[src/rtl/fetch_sequencer_pkg.sv]
// Shared types and constants for the instruction-fetch sequencer.
// State encoding, opcode-size bit and default jump opcode.
package fetch_sequencer_pkg;

    typedef enum logic [2:0] {
        RESET_PC,
        FETCH,
        FETCH_ARG,
        JUMP,
        ISSUE,
        REDIRECT
    } fs_state_t;

    localparam int TWO_BYTE_BIT = 7;
    localparam logic [7:0] DEFAULT_JMP_OP = 8'hF0;
    localparam logic [7:0] DEFAULT_RESET_VEC = 8'h00;

endpackage

[src/rtl/fetch_sequencer.sv]
// Fetch controller: steers pcCounter, reads 1/2-byte instructions,
// resolves unconditional jumps and hands instructions to decode.
import fetch_sequencer_pkg::*;

module fetch_sequencer #(
    parameter logic [7:0] RESET_VEC = DEFAULT_RESET_VEC,
    parameter logic [7:0] JMP_OP    = DEFAULT_JMP_OP
) (
    input  logic       clk,
    input  logic       rst,
    input  logic [7:0] PC,
    output logic [7:0] PC_load,
    output logic       PC_en,
    output logic       PC_inc,
    output logic [7:0] mem_addr,
    output logic       mem_req,
    input  logic       mem_ack,
    input  logic [7:0] mem_rdata,
    output logic       instr_valid,
    input  logic       instr_ready,
    output logic [7:0] instr,
    output logic [7:0] operand,
    input  logic       redirect_en,
    input  logic [7:0] redirect_target
);

    fs_state_t  state;
    logic       pend;
    logic [7:0] tgt;
    logic       divert;

    assign divert      = pend | redirect_en;
    assign mem_addr    = PC;
    assign mem_req     = (state == FETCH) || (state == FETCH_ARG);
    assign instr_valid = (state == ISSUE);

    // Counter control is decoded from state plus mem_ack so the PC
    // steps on the very edge that consumes a byte.
    always_comb begin
        PC_en   = 1'b0;
        PC_inc  = 1'b0;
        PC_load = RESET_VEC;
        if (!rst) begin
            unique case (state)
                RESET_PC: PC_en = 1'b1;
                JUMP: begin
                    PC_en   = 1'b1;
                    PC_load = operand;
                end
                REDIRECT: begin
                    PC_en   = 1'b1;
                    PC_load = tgt;
                end
                FETCH, FETCH_ARG: begin
                    PC_en  = mem_ack & ~pend;
                    PC_inc = mem_ack & ~pend;
                end
                default: ;
            endcase
        end
    end

    always_ff @(posedge clk or posedge rst) begin
        if (rst) begin
            state   <= RESET_PC;
            instr   <= 8'h00;
            operand <= 8'h00;
            pend    <= 1'b0;
            tgt     <= 8'h00;
        end else begin
            if (redirect_en) begin
                pend <= 1'b1;
                tgt  <= redirect_target;
            end
            unique case (state)
                RESET_PC: state <= divert ? REDIRECT : FETCH;
                FETCH: begin
                    if (mem_ack) begin
                        if (divert) begin
                            state <= REDIRECT;
                        end else begin
                            instr <= mem_rdata;
                            if (mem_rdata[TWO_BYTE_BIT]) begin
                                state <= FETCH_ARG;
                            end else begin
                                operand <= 8'h00;
                                state   <= ISSUE;
                            end
                        end
                    end
                end
                FETCH_ARG: begin
                    if (mem_ack) begin
                        if (divert) begin
                            state <= REDIRECT;
                        end else begin
                            operand <= mem_rdata;
                            state   <= (instr == JMP_OP) ? JUMP : ISSUE;
                        end
                    end
                end
                JUMP: state <= divert ? REDIRECT : FETCH;
                ISSUE: begin
                    if (divert)
                        state <= REDIRECT;
                    else if (instr_ready)
                        state <= FETCH;
                end
                REDIRECT: begin
                    // A redirect landing here re-arms and reloads once more.
                    pend  <= redirect_en;
                    state <= redirect_en ? REDIRECT : FETCH;
                end
                default: state <= RESET_PC;
            endcase
        end
    end

endmodule
[config.mk]
export PLATFORM = sky130hd
export DESIGN_NAME = fetch_sequencer
export DESIGN_NICKNAME = d
export VERILOG_FILES = /design/src/rtl/fetch_sequencer_pkg.sv /design/src/rtl/fetch_sequencer.sv
export SDC_FILE = /design/constraint.sdc
export NUM_CORES = 1
export LEC_CHECK = 0
export BUFFER_PORTS_ARGS = -buffer_cell sky130_fd_sc_hd__buf_2
export CORE_MARGIN = 8
export CORE_UTILIZATION = 45
export CTS_CLUSTER_DIAMETER = 100
export DETAILED_ROUTE_END_ITERATION = 10
export GPL_TIMING_DRIVEN = 0
export PLACE_DENSITY = 0.78
export SLEW_MARGIN = 20
export SYNTH_ARGS = -nofsm -noshare
export SYNTH_HDL_FRONTEND = slang
export SYNTH_SLANG_ARGS = --single-unit
[constraint.sdc]
create_clock -name clk -period 2.55 [get_ports clk]
set_clock_uncertainty 0.2 [all_clocks]
set_input_delay 0.51 -clock clk [delete_from_list [all_inputs] [get_ports clk]]
set_output_delay 0.51 -clock clk [all_outputs]
set_load 0.03 [all_outputs]
==> impl_results.rst <==
.. list-table::
   :header-rows: 1

   * - Metric
     - Value
   * - Worst path max stage delay
     - just under 400 ps
   * - Post-placement worst setup slack
     - -122 ps
   * - I/O Buffers
     - 55
   * - Number of vias per cell after detailed routing
     - 5.24
   * - Via Count
     - 1,351
   * - Number of placement rows
     - 21
   * - Arrival time reported for the critical path endpoint
     - ~1700 ps
   * - Layout Cells excl Fill
     - roughly 260
   * - Leading cell type in the layout, fill and taps excluded
     - sky130_fd_sc_hd__buf_2
   * - Synthesized cell area
     - around 1500 sq um
   * - Initial standard-cell utilization of the core
     - 0.460
   * - Leakage power figure
     - 0.924 nW
   * - Placed cell count
     - 249
   * - Longest Clk Path Bufs
     - 2
   * - Die span in x
     - ~74 um
   * - Final core area utilization
     - 0.593
   * - Detailed Route Iter0 Violations
     - between 100 and 150
   * - Number of sinks driven by the clock tree
     - 28
   * - Crit path kind
     - flip-flop to primary output
   * - Unique cell type count in the Yosys netlist
     - 34
   * - Worst slew pin tran
     - ~630 ps
   * - Max VDD drop
     - ~0.00070 V
   * - Net Count, Synth
     - between 150 and 200
   * - Detailed placer's ending HPWL
     - just under 3 mm
   * - Min setup slack post-route
     - between 90 and 100 ps
   * - IO Pins
     - 65
   * - Post-layout net count
     - approximately 240
   * - Final setup violation count
     - 0
   * - Clock edge transition at the registers on the reported setup and hold paths
     - 150 ps
   * - Critical path buffer and inverter count
     - 3
   * - Core Box Area
     - 3260 sq um
   * - Total global-route track usage
     - 0.141
   * - Flip-flop cell with the highest count after synthesis
     - sky130_fd_sc_hd__dfrtp_1
   * - Antenna cell count
     - 0
   * - Overflow left after global routing
     - 0
   * - Vertical extent of the die
     - approximately 74 um
   * - Worst min-delay path class
     - primary input to async pin
   * - Post-synthesis sequential area ratio
     - 0.468
   * - Reported max-cap violation count
     - 0
   * - Cell count of the worst reg-to-reg path
     - 6
   * - Post-route antenna net violation count
     - 0
   * - H-tree levels
     - 1
   * - Achievable Freq
     - between 400 and 500 MHz
   * - Layout cell share with drive strength beyond 1
     - 0.476
   * - Clock latency reported for the late side of the worst-skew pair
     - 320 ps
   * - Final min period
     - roughly 2500 ps
   * - Reg-to-Reg End
     - operand[3]$_DFFE_PP0P_
   * - Number of enable-type register cells in the synthesized netlist
     - 0
   * - Synth-to-Final Area Change
     - 29.0%
   * - Yosys warning total
     - 0
   * - Worst Path Max Fanout
     - 10
   * - Endpoint kind of the worst setup timing path
     - primary output
   * - Final hold violation count
     - 0
   * - Flip-flop and latch count after synthesis
     - 28
   * - Cell chain of the critical path
     - buf_4 > clkinvlp_4 > nor2_2 > a22oi_1 > nor2_1 > buf_2
   * - Die Area
     - 5430 sq um
   * - Initial antenna violation count
     - 0
   * - Commonest cells after routing, fill and taps aside
     - sky130_fd_sc_hd__buf_2 (55), sky130_fd_sc_hd__dfrtp_1 (28), sky130_fd_sc_hd__nand2_1 (16)
   * - Cell chosen for the clock root
     - sky130_fd_sc_hd__clkbuf_4
   * - Startpoint of the worst-slack reg-to-reg timing path
     - state[2]$_DFFE_PP0P_
   * - Async set-reset flop share out of synthesis
     - 1.00
   * - Number of remaining DRC errors
     - 0
   * - CTS tree
     - built
   * - Maximum number of pins on one net before global-route repair
     - 16
   * - Routed WL per cell
     - approximately 15 um
   * - Kind of cell adding the most delay to the critical path
     - buffers and inverters
   * - Slowest-stage cell, CP
     - sky130_fd_sc_hd__dfrtp_1
   * - Worst-case headroom to the max-slew limit
     - 0.580
   * - First-pass GRT wire length
     - around 6.1 mm
   * - Routed Wire Length
     - just under 4 mm
   * - Startpoint types
     - flip-flop
   * - Critical path data required time
     - 1840 ps
   * - Result of the run
     - finished, final reports clean
   * - First-pass detailed-route iteration total
     - 4
   * - Gate count after technology mapping
     - roughly 150
   * - Number of global-route vias before repair
     - between 1,000 and 1,500
   * - Mean Syn Cell Area
     - just over 10 sq um
   * - Total negative slack
     - 0 ps
   * - Register-to-register path setup slack
     - 560 ps
   * - Final RePlAce weighted congestion
     - 0.851
   * - Post-route total power
     - about 0.0017 W
   * - Number of max-slew violations in the final report
     - 0
   * - Number of buffers created by CTS
     - 3
   * - Areal power density over the cells
     - 895 nW/um^2
   * - Share of the clock period used by the worst path after layout
     - 0.961
==> state kept, by name (all words and copies together), names as in the netlist <==
register  count
instr         8
operand       8
tgt           8
state         3
pend          1
==> per-layer routing <==
layer  global-route usage  vias up  part of all wire
met5                    0        -                 0
met4               0.0333        0            0.0067
met3               0.0518        4              0.10
met2                0.231       48              0.47
met1                0.168      648              0.42
li1                     -      651                 -
==> power by group <==
part | switching, W | internal, W
logic | 0.000553 | 0.000329
clock network | 0.000125 | 0.0000873
registers | 0.0000880 | 0.000547
total | 0.000766 | 0.000963
==> worst max-delay path by stage <==
stage,from,endpoint,slack [ps],cells past startpoint
finish,state[1]$_DFFE_PP0P_,PC_load[0],100,6
global route,state[1]$_DFFE_PP0P_,PC_en,-30,6
CTS,state[1]$_DFFE_PP0P_,PC_en,60,6
detailed placement,rst,PC_load[0],-120,5
global placement,rst,PC_load[1],-140,5
floorplan,state[1]$_DFFE_PP0P_,PC_inc,130,4
==> metrics by stage <==
step                cell area [sq um]  hold slack, ps
floorplan                        1500             220
global placement                 1830             290
detailed placement               1830             297
CTS                              1890            77.2
global route                     1930            96.7
finish                           1930            64.2
==> cell usage after synthesis (2+ instances only) <==
cell type                    n  area [sq um]
sky130_fd_sc_hd__dfrtp_1    28           701
sky130_fd_sc_hd__nand2_1    16          60.1
sky130_fd_sc_hd__mux2_2     15           169
sky130_fd_sc_hd__nor2_1     13          48.8
sky130_fd_sc_hd__o21ai_0    12          60.1
sky130_fd_sc_hd__a22oi_1     8          60.1
sky130_fd_sc_hd__buf_4       8          60.1
sky130_fd_sc_hd__a21oi_1     6          30.0
sky130_fd_sc_hd__clkbuf_1    4          15.0
sky130_fd_sc_hd__inv_1       4          15.0
sky130_fd_sc_hd__a32o_1      3          30.0
sky130_fd_sc_hd__nand2b_1    3          18.8
sky130_fd_sc_hd__nor2b_1     3          18.8
sky130_fd_sc_hd__a21o_1      2          15.0
sky130_fd_sc_hd__a41oi_1     2          17.5
sky130_fd_sc_hd__buf_2       2          10.0
sky130_fd_sc_hd__o2bb2ai_1   2          17.5
==> timing repair <==
| action | 4_1_cts | 5_1_grt |
|---|---|---|
| hold buffers | 1 | 0 |
| endpoints found under the setup margin | 9 | 10 |
| hold endpoints to repair | 13 | 0 |
| gates resized for setup | 3 | 10 |
| gates cloned | 1 | 1 |
| pin swaps | 0 | 1 |
| setup buffers | 0 | 2 |
==> layout make-up <==
| class | count | area [sq um] |
|---|---|---|
| Timing Repair inverter | 1 | 5.00 |
| Timing Repair Buffer | 58 | 303 |
| Inverter | 4 | 22.5 |
| Multi-Input combinational cell | 102 | 703 |
| Sequential cell | 28 | 701 |
| Buffer | 15 | 104 |
| Clock buffer | 4 | 36.3 |
| Tap cell | 46 | 57.6 |
| Fill cell | 318 | 1330 |
==> logic make-up after synthesis <==
| logic type | after synthesis | share of synthesized area |
|---|---|---|
| buffers and inverters | 19 | 0.0743 |
| multiplexers | 15 | 0.113 |
| AND/OR/NAND/NOR | 48 | 0.174 |
| flip-flops | 28 | 0.468 |
| AO/OA/AOI/OAI | 38 | 0.171 |
(Power assumes the default switching activity.)
